### src/rtl/ddr_dispatch_pkg.sv
// Shared constants for the DDR dispatch arbiter: app command codes
// and the dispatcher state encoding.
package ddr_dispatch_pkg;

  localparam logic [2:0] CMD_WRITE = 3'b000;
  localparam logic [2:0] CMD_READ  = 3'b001;

  typedef enum logic [1:0] {
    IDLE = 2'd0,
    WR   = 2'd1,
    RD   = 2'd2
  } state_t;

endpackage

### src/rtl/wr_beat_serializer.sv
// Holds one captured wide write word and emits it LSB-first as BEATS
// app-width beats (app_wdf_data/wren/end), stalling on app_wdf_rdy.
// Ports: load/word_in capture a new word; app_wdf_* is the beat stream.
module wr_beat_serializer
  import ddr_dispatch_pkg::*;
#(
  parameter int APP_DATA_W = 64,
  parameter int BEATS      = 2
) (
  input  logic                          clk,
  input  logic                          resetn,
  input  logic                          load,
  input  logic [APP_DATA_W*BEATS-1:0]   word_in,
  input  logic                          app_wdf_rdy,
  output logic [APP_DATA_W-1:0]         app_wdf_data,
  output logic                          app_wdf_wren,
  output logic                          app_wdf_end
);

  localparam int BW = (BEATS > 1) ? $clog2(BEATS) : 1;
  localparam logic [BW-1:0] LAST = BW'(BEATS - 1);

  logic [APP_DATA_W*BEATS-1:0] word;
  logic [BW-1:0]               beat;
  logic [BW-1:0]               beat_n;

  assign beat_n = beat + 1'b1;

  always_ff @(posedge clk) begin
    if (!resetn) begin
      word         <= '0;
      beat         <= '0;
      app_wdf_data <= '0;
      app_wdf_wren <= 1'b0;
      app_wdf_end  <= 1'b0;
    end else if (load) begin
      word         <= word_in;
      beat         <= '0;
      app_wdf_data <= word_in[APP_DATA_W-1:0];
      app_wdf_wren <= 1'b1;
      app_wdf_end  <= (LAST == '0);
    end else if (app_wdf_wren && app_wdf_rdy) begin
      if (app_wdf_end) begin
        app_wdf_wren <= 1'b0;
        app_wdf_end  <= 1'b0;
      end else begin
        beat         <= beat_n;
        app_wdf_data <= word[int'(beat_n)*APP_DATA_W +: APP_DATA_W];
        app_wdf_end  <= (beat_n == LAST);
      end
    end
  end

endmodule

### src/rtl/ddr_dispatch_arb.sv
// Read/write dispatcher to the DDR app interface with a bounded-run
// arbiter. Ports: FIFO heads/pops (has_*, *_in, get_*), app command
// (app_addr/cmd/en/rdy), write beats (app_wdf_*), busy, last_was_wr.
module ddr_dispatch_arb #(
  parameter int ADDR_W     = 27,
  parameter int APP_DATA_W = 64,
  parameter int BEATS      = 2,
  parameter int MAX_RUN    = 8
) (
  input  logic                        clk,
  input  logic                        resetn,
  input  logic                        has_wr_data,
  input  logic                        has_wr_adx,
  input  logic [APP_DATA_W*BEATS-1:0] wr_data_in,
  input  logic [ADDR_W-1:0]           wr_adx_in,
  output logic                        get_wr_data,
  output logic                        get_wr_adx,
  input  logic                        has_rd_req,
  input  logic [ADDR_W-1:0]           rd_adx_in,
  output logic                        get_rd_req,
  output logic [ADDR_W-1:0]           app_addr,
  output logic [2:0]                  app_cmd,
  output logic                        app_en,
  input  logic                        app_rdy,
  output logic [APP_DATA_W-1:0]       app_wdf_data,
  output logic                        app_wdf_wren,
  output logic                        app_wdf_end,
  input  logic                        app_wdf_rdy,
  output logic                        busy,
  output logic                        last_was_wr
);

  import ddr_dispatch_pkg::*;

  localparam int RUN_W = $clog2(MAX_RUN + 1);
  localparam logic [RUN_W-1:0] RUN_MAX = RUN_W'(MAX_RUN);

  state_t           state, state_n;
  logic [RUN_W-1:0] run;
  logic             wr_ok, rd_ok, keep;
  logic             pick_wr, pick_rd;
  logic             cmd_fin, wr_fin, load;

  always_comb begin
    wr_ok   = has_wr_data & has_wr_adx;
    rd_ok   = has_rd_req;
    // run==0 only after reset: treat a tie as a switch, i.e. to write
    keep    = (run != '0) && (run < RUN_MAX);
    pick_wr = 1'b0;
    pick_rd = 1'b0;
    if (wr_ok && rd_ok) begin
      if (keep ? last_was_wr : !last_was_wr) pick_wr = 1'b1;
      else                                   pick_rd = 1'b1;
    end else begin
      pick_wr = wr_ok;
      pick_rd = rd_ok;
    end
    // each side is done once its strobe has dropped or is accepted now
    cmd_fin = !app_en | app_rdy;
    wr_fin  = !app_wdf_wren | (app_wdf_rdy & app_wdf_end);
    state_n = state;
    unique case (state)
      IDLE: begin
        if (pick_wr)      state_n = WR;
        else if (pick_rd) state_n = RD;
      end
      WR:      if (cmd_fin && wr_fin) state_n = IDLE;
      RD:      if (cmd_fin) state_n = IDLE;
      default: state_n = IDLE;
    endcase
  end

  assign load = (state == IDLE) && pick_wr;

  always_ff @(posedge clk) begin
    if (!resetn) begin
      state       <= IDLE;
      run         <= '0;
      busy        <= 1'b0;
      last_was_wr <= 1'b0;
      get_wr_data <= 1'b0;
      get_wr_adx  <= 1'b0;
      get_rd_req  <= 1'b0;
      app_en      <= 1'b0;
      app_addr    <= '0;
      app_cmd     <= '0;
    end else begin
      state       <= state_n;
      busy        <= (state_n != IDLE);
      get_wr_data <= 1'b0;
      get_wr_adx  <= 1'b0;
      get_rd_req  <= 1'b0;
      if (state == IDLE && (pick_wr || pick_rd)) begin
        app_en      <= 1'b1;
        last_was_wr <= pick_wr;
        if (last_was_wr != pick_wr) run <= RUN_W'(1);
        else if (run != RUN_MAX)    run <= run + 1'b1;
        if (pick_wr) begin
          get_wr_data <= 1'b1;
          get_wr_adx  <= 1'b1;
          app_addr    <= wr_adx_in;
          app_cmd     <= CMD_WRITE;
        end else begin
          get_rd_req  <= 1'b1;
          app_addr    <= rd_adx_in;
          app_cmd     <= CMD_READ;
        end
      end else if (app_en && app_rdy) begin
        app_en <= 1'b0;
      end
    end
  end

  wr_beat_serializer #(
    .APP_DATA_W (APP_DATA_W),
    .BEATS      (BEATS)
  ) u_ser (
    .clk          (clk),
    .resetn       (resetn),
    .load         (load),
    .word_in      (wr_data_in),
    .app_wdf_rdy  (app_wdf_rdy),
    .app_wdf_data (app_wdf_data),
    .app_wdf_wren (app_wdf_wren),
    .app_wdf_end  (app_wdf_end)
  );

endmodule

### config.mk
export PLATFORM = sky130hd
export DESIGN_NAME = ddr_dispatch_arb
export DESIGN_NICKNAME = d
export VERILOG_FILES = /design/src/rtl/ddr_dispatch_pkg.sv /design/src/rtl/wr_beat_serializer.sv /design/src/rtl/ddr_dispatch_arb.sv
export SDC_FILE = /design/constraint.sdc
export NUM_CORES = 1
export LEC_CHECK = 0
export CELL_PAD_IN_SITES_DETAIL_PLACEMENT = 0
export CELL_PAD_IN_SITES_GLOBAL_PLACEMENT = 1
export CORE_MARGIN = 1.5
export CORE_UTILIZATION = 31
export CTS_CLUSTER_DIAMETER = 60
export DETAILED_ROUTE_END_ITERATION = 7
export PLACE_DENSITY = 0.75
export SYNTH_ARGS = -nofsm -noshare
export SYNTH_HDL_FRONTEND = slang
export SYNTH_SLANG_ARGS = --single-unit
### constraint.sdc
create_clock -name clk -period 2.2 [get_ports clk]
set_clock_uncertainty 0.05 [all_clocks]
set_input_delay 0.55 -clock clk [delete_from_list [all_inputs] [get_ports clk]]
set_output_delay 0.55 -clock clk [all_outputs]
set_load 0.02 [all_outputs]
==> run metrics, run 1 <==
WP depth=9; top area cells in the synthesized netlist=dfxtp_1 49%, nand2_1 13%, a21oi_1 11%; LEAKAGE=between 4 and 5 nW; Yosys cell types=45; Hold/Removal Path Class=register to register; routed len/inst=about 16 um; total power=about 0.012 W; # IOs=between 200 and 300; fin crit period=approximately 2.2 ns; clock tree buffer depth=3; worst endpoint data arrival time=approximately 2.5 ns; Vias=roughly 8,600; Setup violations, final=0; total of flip-flops plus latches after synthesis=234; Synth top area share=roughly half; reg2reg start=run[1]; crit start category=register; MaxCap Viol Count=0; placed cells=1,718; grt ovf=0; max-slew violation count=0; sequential fraction of the synthesis area=49.2%; Fin Hold WS=slightly above 0.4 ns; RSZ-0062 raised after global routing=true; final cell count without fillers=approximately 1,800; hold worst-path end=app_cmd[0]; ratio of cells with drive above 1 in the final layout=10.3%; placer congestion estimate=just under 0.8; pwr/cell area=a little over 800 mW/mm^2; die area=~0.032 mm^2; critical path buffer and inverter count=3; R2R setup slack=around 0.012 ns; Starting Density=31.8%; Die W=178 um; initial antenna violation count=1; Layout area overhead=47.7%; Worst-Skew Late Latency=around 0.53 ns; drt drc=0; status=complete, no violations; root buffer cell=clkbuf_16; Final HPWL DP=around 18,000 um; most common cell after layout, fill and taps aside=nand2_1; crit-path cells=inv_2, ha_4, nand2b_4, and4_4, or4b_4, clkbuf_16, clkbuf_16, o211ai_1, a21oi_1; nets=1,560; cell area after synthesis=0.00953 mm^2; Vias/cell=slightly below 5; Achievable Freq=457 MHz; crit path kind=register to register; Overall Global Routing Usage=between 10% and 20%; crit path max-delay cell type=or4b_4; endpoint class of the critical path=register; largest net degree at the start of global routing=119; IO buf count=approximately 290; total CTS buffers=27; synth warn=0; H-tree lvl count=1; ANT nets after route=0; number of flops mapped to enable cells by yosys=0; asr flop ratio synth=0%; clock-pin slew on the worst setup and hold paths=around 0.060 ns; Hold Path Depth=2; via count of the first global-routing pass=8,171; Synth Instances=between 1,000 and 1,500; most frequent cells in the layout=333 x nand2_1, 285 x clkdlybuf4s50_1, 231 x dfxtp_1, 206 x a21oi_1, 65 x mux2i_1; Final Hold Viols=0; Die Height=roughly 180 um; CTS tree=built; final wirelength=~28,000 um; delay-heaviest family, CP=simple AND/OR/NAND/NOR gates; worst setup path start=run[1]; mean post-synth cell area=8.68 um^2; Slew @ Worst Pin=approximately 0.77 ns; CP required=between 2 and 3 ns; critical path peak fanout=8; drt pass-1 iters=4; Worst slew margin=around 50%; HP Start=app_cmd[0]; reg2reg path depth=9; cell taking the most area after synthesis=dfxtp_1; CP dominant cell by count=clkbuf_16; CP peak stage delay=about 0.62 ns; Final Cycle Share=99.5%; leading register cell type out of synthesis=dfxtp_1; 1st-iter DRT viols=about 530; Worst VDD drop=0.466 mV; Core Box Area=~0.03 mm^2; Rows=between 60 and 70; R2R Path End=u_ser.app_wdf_data[16]; first-pass GRT wire length=~42,000 um; clk sinks=approximately 230
==> metal layers <==
layer | part of all wire [%] | vias up | global-route usage (%)
met5 | 0 | - | 0
met4 | 2.5 | 0 | 4.72
met3 | 6.0 | 42 | 4.13
met2 | 47 | 200 | 27.1
met1 | 44 | 4002 | 20.9
li1 | - | 4347 | -
==> cells by family (layout without fill, tap and decap cells) <==
kind of cell | Yosys count | count (layout) | share of synthesized area (%)
AOI/OAI and AO/OA | 312 | 312 | 21.1
xor gates and xnor gates | 1 | 1 | 0.0920
adders and majority gates | 2 | 2 | 0.263
buffers and inverters | 99 | 387 | 5.92
DFF | 234 | 234 | 49.2
muxes | 65 | 65 | 6.83
other | 1 | 4 | 0.0394
and+or+nand+nor | 384 | 386 | 16.5
==> sequential cells by signal, indices dropped and copies added, names as in the netlist, 2 cells and up <==
name,flops
run,4
app_addr,27
u_ser.word,128
u_ser.app_wdf_data,64
state,2
==> cells in the mapped netlist, types with 3 or more instances <==
cell	n
o211ai_1	35
nand3_1	3
a21oi_1	207
dfxtp_1	234
buf_6	20
nand2_1	340
o21ai_0	3
buf_1	5
buf_4	3
a22oi_1	9
inv_1	6
buf_2	25
a221o_1	18
clkbuf_1	39
nor2_1	6
o211ai_2	30
mux2i_1	65
and3_1	18
==> repair_timing <==
item | 4_1_cts | 5_1_grt
hold buffers | 0 | 0
pin swaps | 4 | 22
setup endpoints to repair | 69 | 186
buffers inserted | 0 | 3
resized for setup | 9 | 20
gates cloned | 3 | 7
==> final cells by class <==
type / count / area (um^2)
fill: 2904 / 15900
sequential: 234 / 4690
multi-input combinational: 768 / 4370
timing repair buffer: 331 / 3580
clock buffer: 42 / 822
tap: 390 / 488
clock inverter: 7 / 70.1
inverter: 7 / 31.3
antenna: 2 / 5.00
==> tightest hold or removal path: stages (launching register included) <==
cell	delay [ns]
dfxtp_1	0.31
inv_1	0.05
a21oi_1	0.05
==> stage by stage <==
| step | utilization, % | setup WS [ns] | area, um^2 | TNS [ns] |
|---|---|---|---|---|
| 2_1_floorplan | - | 0.156 | 9530 | 0 |
| 3_3_place_gp | 42.9 | -0.590 | 12800 | -77.73 |
| 3_5_place_dp | 42.9 | -0.624 | 12800 | -81.73 |
| 4_1_cts | 46.1 | -0.0136 | 13800 | -0.0136 |
| 5_1_grt | 47.0 | -0.0453 | 14100 | -1.04 |
| 6_report | 47.0 | 0.0119 | 14100 | 0 |
==> where the power goes <==
part / leakage, nW / total [W] / switching, W / internal (W)
Combinational: 2.53 / 0.00231 / 0.00113 / 0.00118
Clock: 0.439 / 0.00444 / 0.00177 / 0.00267
Sequential: 1.91 / 0.00477 / 0.000193 / 0.00458
==> how the worst max path moves through the flow <==
stage | endpoint
floorplan | u_ser.app_wdf_data[52]
global placement | app_addr[17]
detailed placement | app_addr[2]
CTS | u_ser.app_wdf_data[14]
global route | u_ser.app_wdf_data[27]
finish | u_ser.app_wdf_data[16]
(Power assumes the default switching activity.)
==> run 2, diff against run 1 <==
GPL_ROUTABILITY_DRIVEN = 0   (was not set)
clock period = 1.9 ns   (was 2.2 ns; I/O delays follow)
==> run 2 against run 1 <==
  * Clock-buffer cell count down 2
  * The flow now finishes with violations (setup timing)
  * Wire length increased by 9.6%
  * Via count rose by 5.9%
  * Non-clock buffer count up 60
  * Final cell count rose by 3.3%
  * Highest routed layer unchanged
  * Setup slack worse by 0.19 ns
  * Global-route usage up 1.3 points
==> run metrics, run 2 (synthesis gave the netlist of run 1 again) <==
Core Box Area=roughly 0.030 mm^2; LEAKAGE=6.09 nW; Vias=just over 9,000; Final HPWL DP=~19,000 um; number of flip-flops in the largest register=roughly 130; final wirelength=between 30,000 and 40,000 um; crit path max-delay cell type=or4b_4; MaxCap Viol Count=0; pwr/cell area=between 800 and 900 mW/mm^2; CP peak stage delay=between 0.5 and 0.6 ns; CTS tree=built; drt pass-1 iters=5; Worst-Skew Late Latency=around 0.53 ns; drt drc=0; Worst slew margin=a little over half; clock tree buffer depth=3; Starting Density=about a third; H-tree lvl count=1; clock-pin slew on the worst setup and hold paths=~0.060 ns; WP depth=10; root buffer cell=clkbuf_16; Setup violations, final=220; ant diodes=0; clk sinks=approximately 230; die area=about 0.032 mm^2; Achievable Freq=481 MHz; total CTS buffers=27; Vias/cell=between 4 and 5; RSZ-0062 raised after global routing=true; Die W=between 150 and 200 um; CP dominant cell by count=buf_12; worst endpoint data arrival time=about 2.4 ns; failing checks=setup timing; Final WS setup=-0.179 ns; delay-heaviest family, CP=simple AND/OR/NAND/NOR gates; Biggest register=u_ser.word; fin crit period=~2.1 ns; via count of the first global-routing pass=8,761; critical path buffer and inverter count=4; reg2reg path depth=10; Overall Global Routing Usage=between 15 and 20%; nets=approximately 1,600; endpoint class of the critical path=register; largest net degree at the start of global routing=84; crit start category=register; Hold/Removal Path Class=register to register; Final Hold Viols=0; Finished Cell Area=0.0157 mm^2; Placed Area=between 0.01 and 0.015 mm^2; max-slew violation count=0; most common cell after layout, fill and taps aside=nand2_1; Layout area overhead=65.2%; routed len/inst=roughly 17 um; Slew @ Worst Pin=a little under 0.7 ns; Top Registers=u_ser.word x128, u_ser.app_wdf_data x64, app_addr x27; grt ovf=0; crit-path cells=inv_2, ha_4, nand2b_4, and4_4, or4b_4, buf_12, buf_12, buf_16, nand2_2, a21oi_1; ratio of cells with drive above 1 in the final layout=between 20% and 30%; CP required=approximately 2.3 ns; critical path peak fanout=9; first-pass GRT wire length=about 45,000 um; 1st-iter DRT viols=381; Final Cycle Share=109%; Worst VDD drop=roughly 0.57 mV; crit path kind=register to register; IO buf count=between 200 and 300; most frequent cells in the layout=241 x nand2_1, 230 x dfxtp_1, 188 x clkdlybuf4s50_1, 108 x a21oi_1, 100 x dlygate4sd2_1; initial antenna violation count=0; ANT nets after route=0; Rows=63; pre-CTS WS=-0.599 ns; Die Height=178 um; # IOs=291; Hold Path Depth=2; status=complete, but fails checks
==> run 2: cell types whose count changed in the layout (fill, tap and decap cells not counted), sizes merged <==
cell,change
dlymetal6s2s,-1
nor2,+1
buf,+56
inv,+1
clkdlybuf4s50,-97
bufinv,+1
diode,-2
dlygate4sd2,+98
bufbuf,+2
==> run 2: what timing repair did <==
action                     CTS  global route
pin swaps                   29            92
resized for setup          194           201
hold buffers                 0             0
setup endpoints to repair  324           224
gates cloned                13            11
setup buffers               10            11
==> run 2: final timing paths <==
path / startpoint / end / slack [ns]
max reg2reg: run[1] / u_ser.word[36] / -0.18
min reg2reg: app_cmd[0] / app_cmd[0] / 0.40
min: app_cmd[0] / app_cmd[0] / 0.40
max: run[1] / u_ser.word[36] / -0.18
==> run 2: cell type report <==
class | count | area [um^2]
clock inverters | 9 | 109
flip-flops and latches | 234 | 4690
well taps | 390 | 488
inverters | 7 | 31.3
clock buffers | 40 | 795
fillers | 2821 | 14200
repair buffers | 391 | 4390
multi-input cells | 769 | 5230
==> run 2: worst register-to-register path, stage by stage, from the launching register on <==
cell,delay [ns]
dfxtp_2,0.32
inv_2,0.07
ha_4,0.14
nand2b_4,0.06
and4_4,0.17
or4b_4,0.57
buf_12,0.20
buf_12,0.16
buf_16,0.14
nand2_2,0.05
a21oi_1,0.06
==> run 2: power breakdown <==
part           total, W  switching [W]  leakage [nW]  internal, W
Combinational   0.00321        0.00159          3.73      0.00162
Sequential      0.00553       0.000228          1.91      0.00530
Clock           0.00522        0.00206         0.443      0.00316
Total            0.0140        0.00388          6.09       0.0101
==> run 2: layer usage <==
layer  track usage, %  vias to the layer above  part of all wire, %
li1                 -                     4465                    -
met1             22.2                     4355                   43
met2             30.5                      237                   49
met3             3.32                       45                  5.2
met4             4.97                        0                  2.5
met5                0                        -                    0
==> run 2: through the flow <==
step / hold WS (ns) / setup TNS [ns] / power, W / utilization, % / instances
3_5_place_dp: 0.394 / -115.18 / 0.00831 / 44.2 / 1752
5_1_grt: 0.418 / -43.37 / 0.0146 / 52.5 / 1840
4_1_cts: 0.401 / -24.56 / 0.0138 / 49.3 / 1824
2_1_floorplan: 0.386 / -3.59 / 0.00701 / - / 1099
3_3_place_gp: 0.392 / -111.39 / 0.00829 / 44.2 / 1752
6_report: 0.396 / -24.04 / 0.0140 / 52.5 / 1840
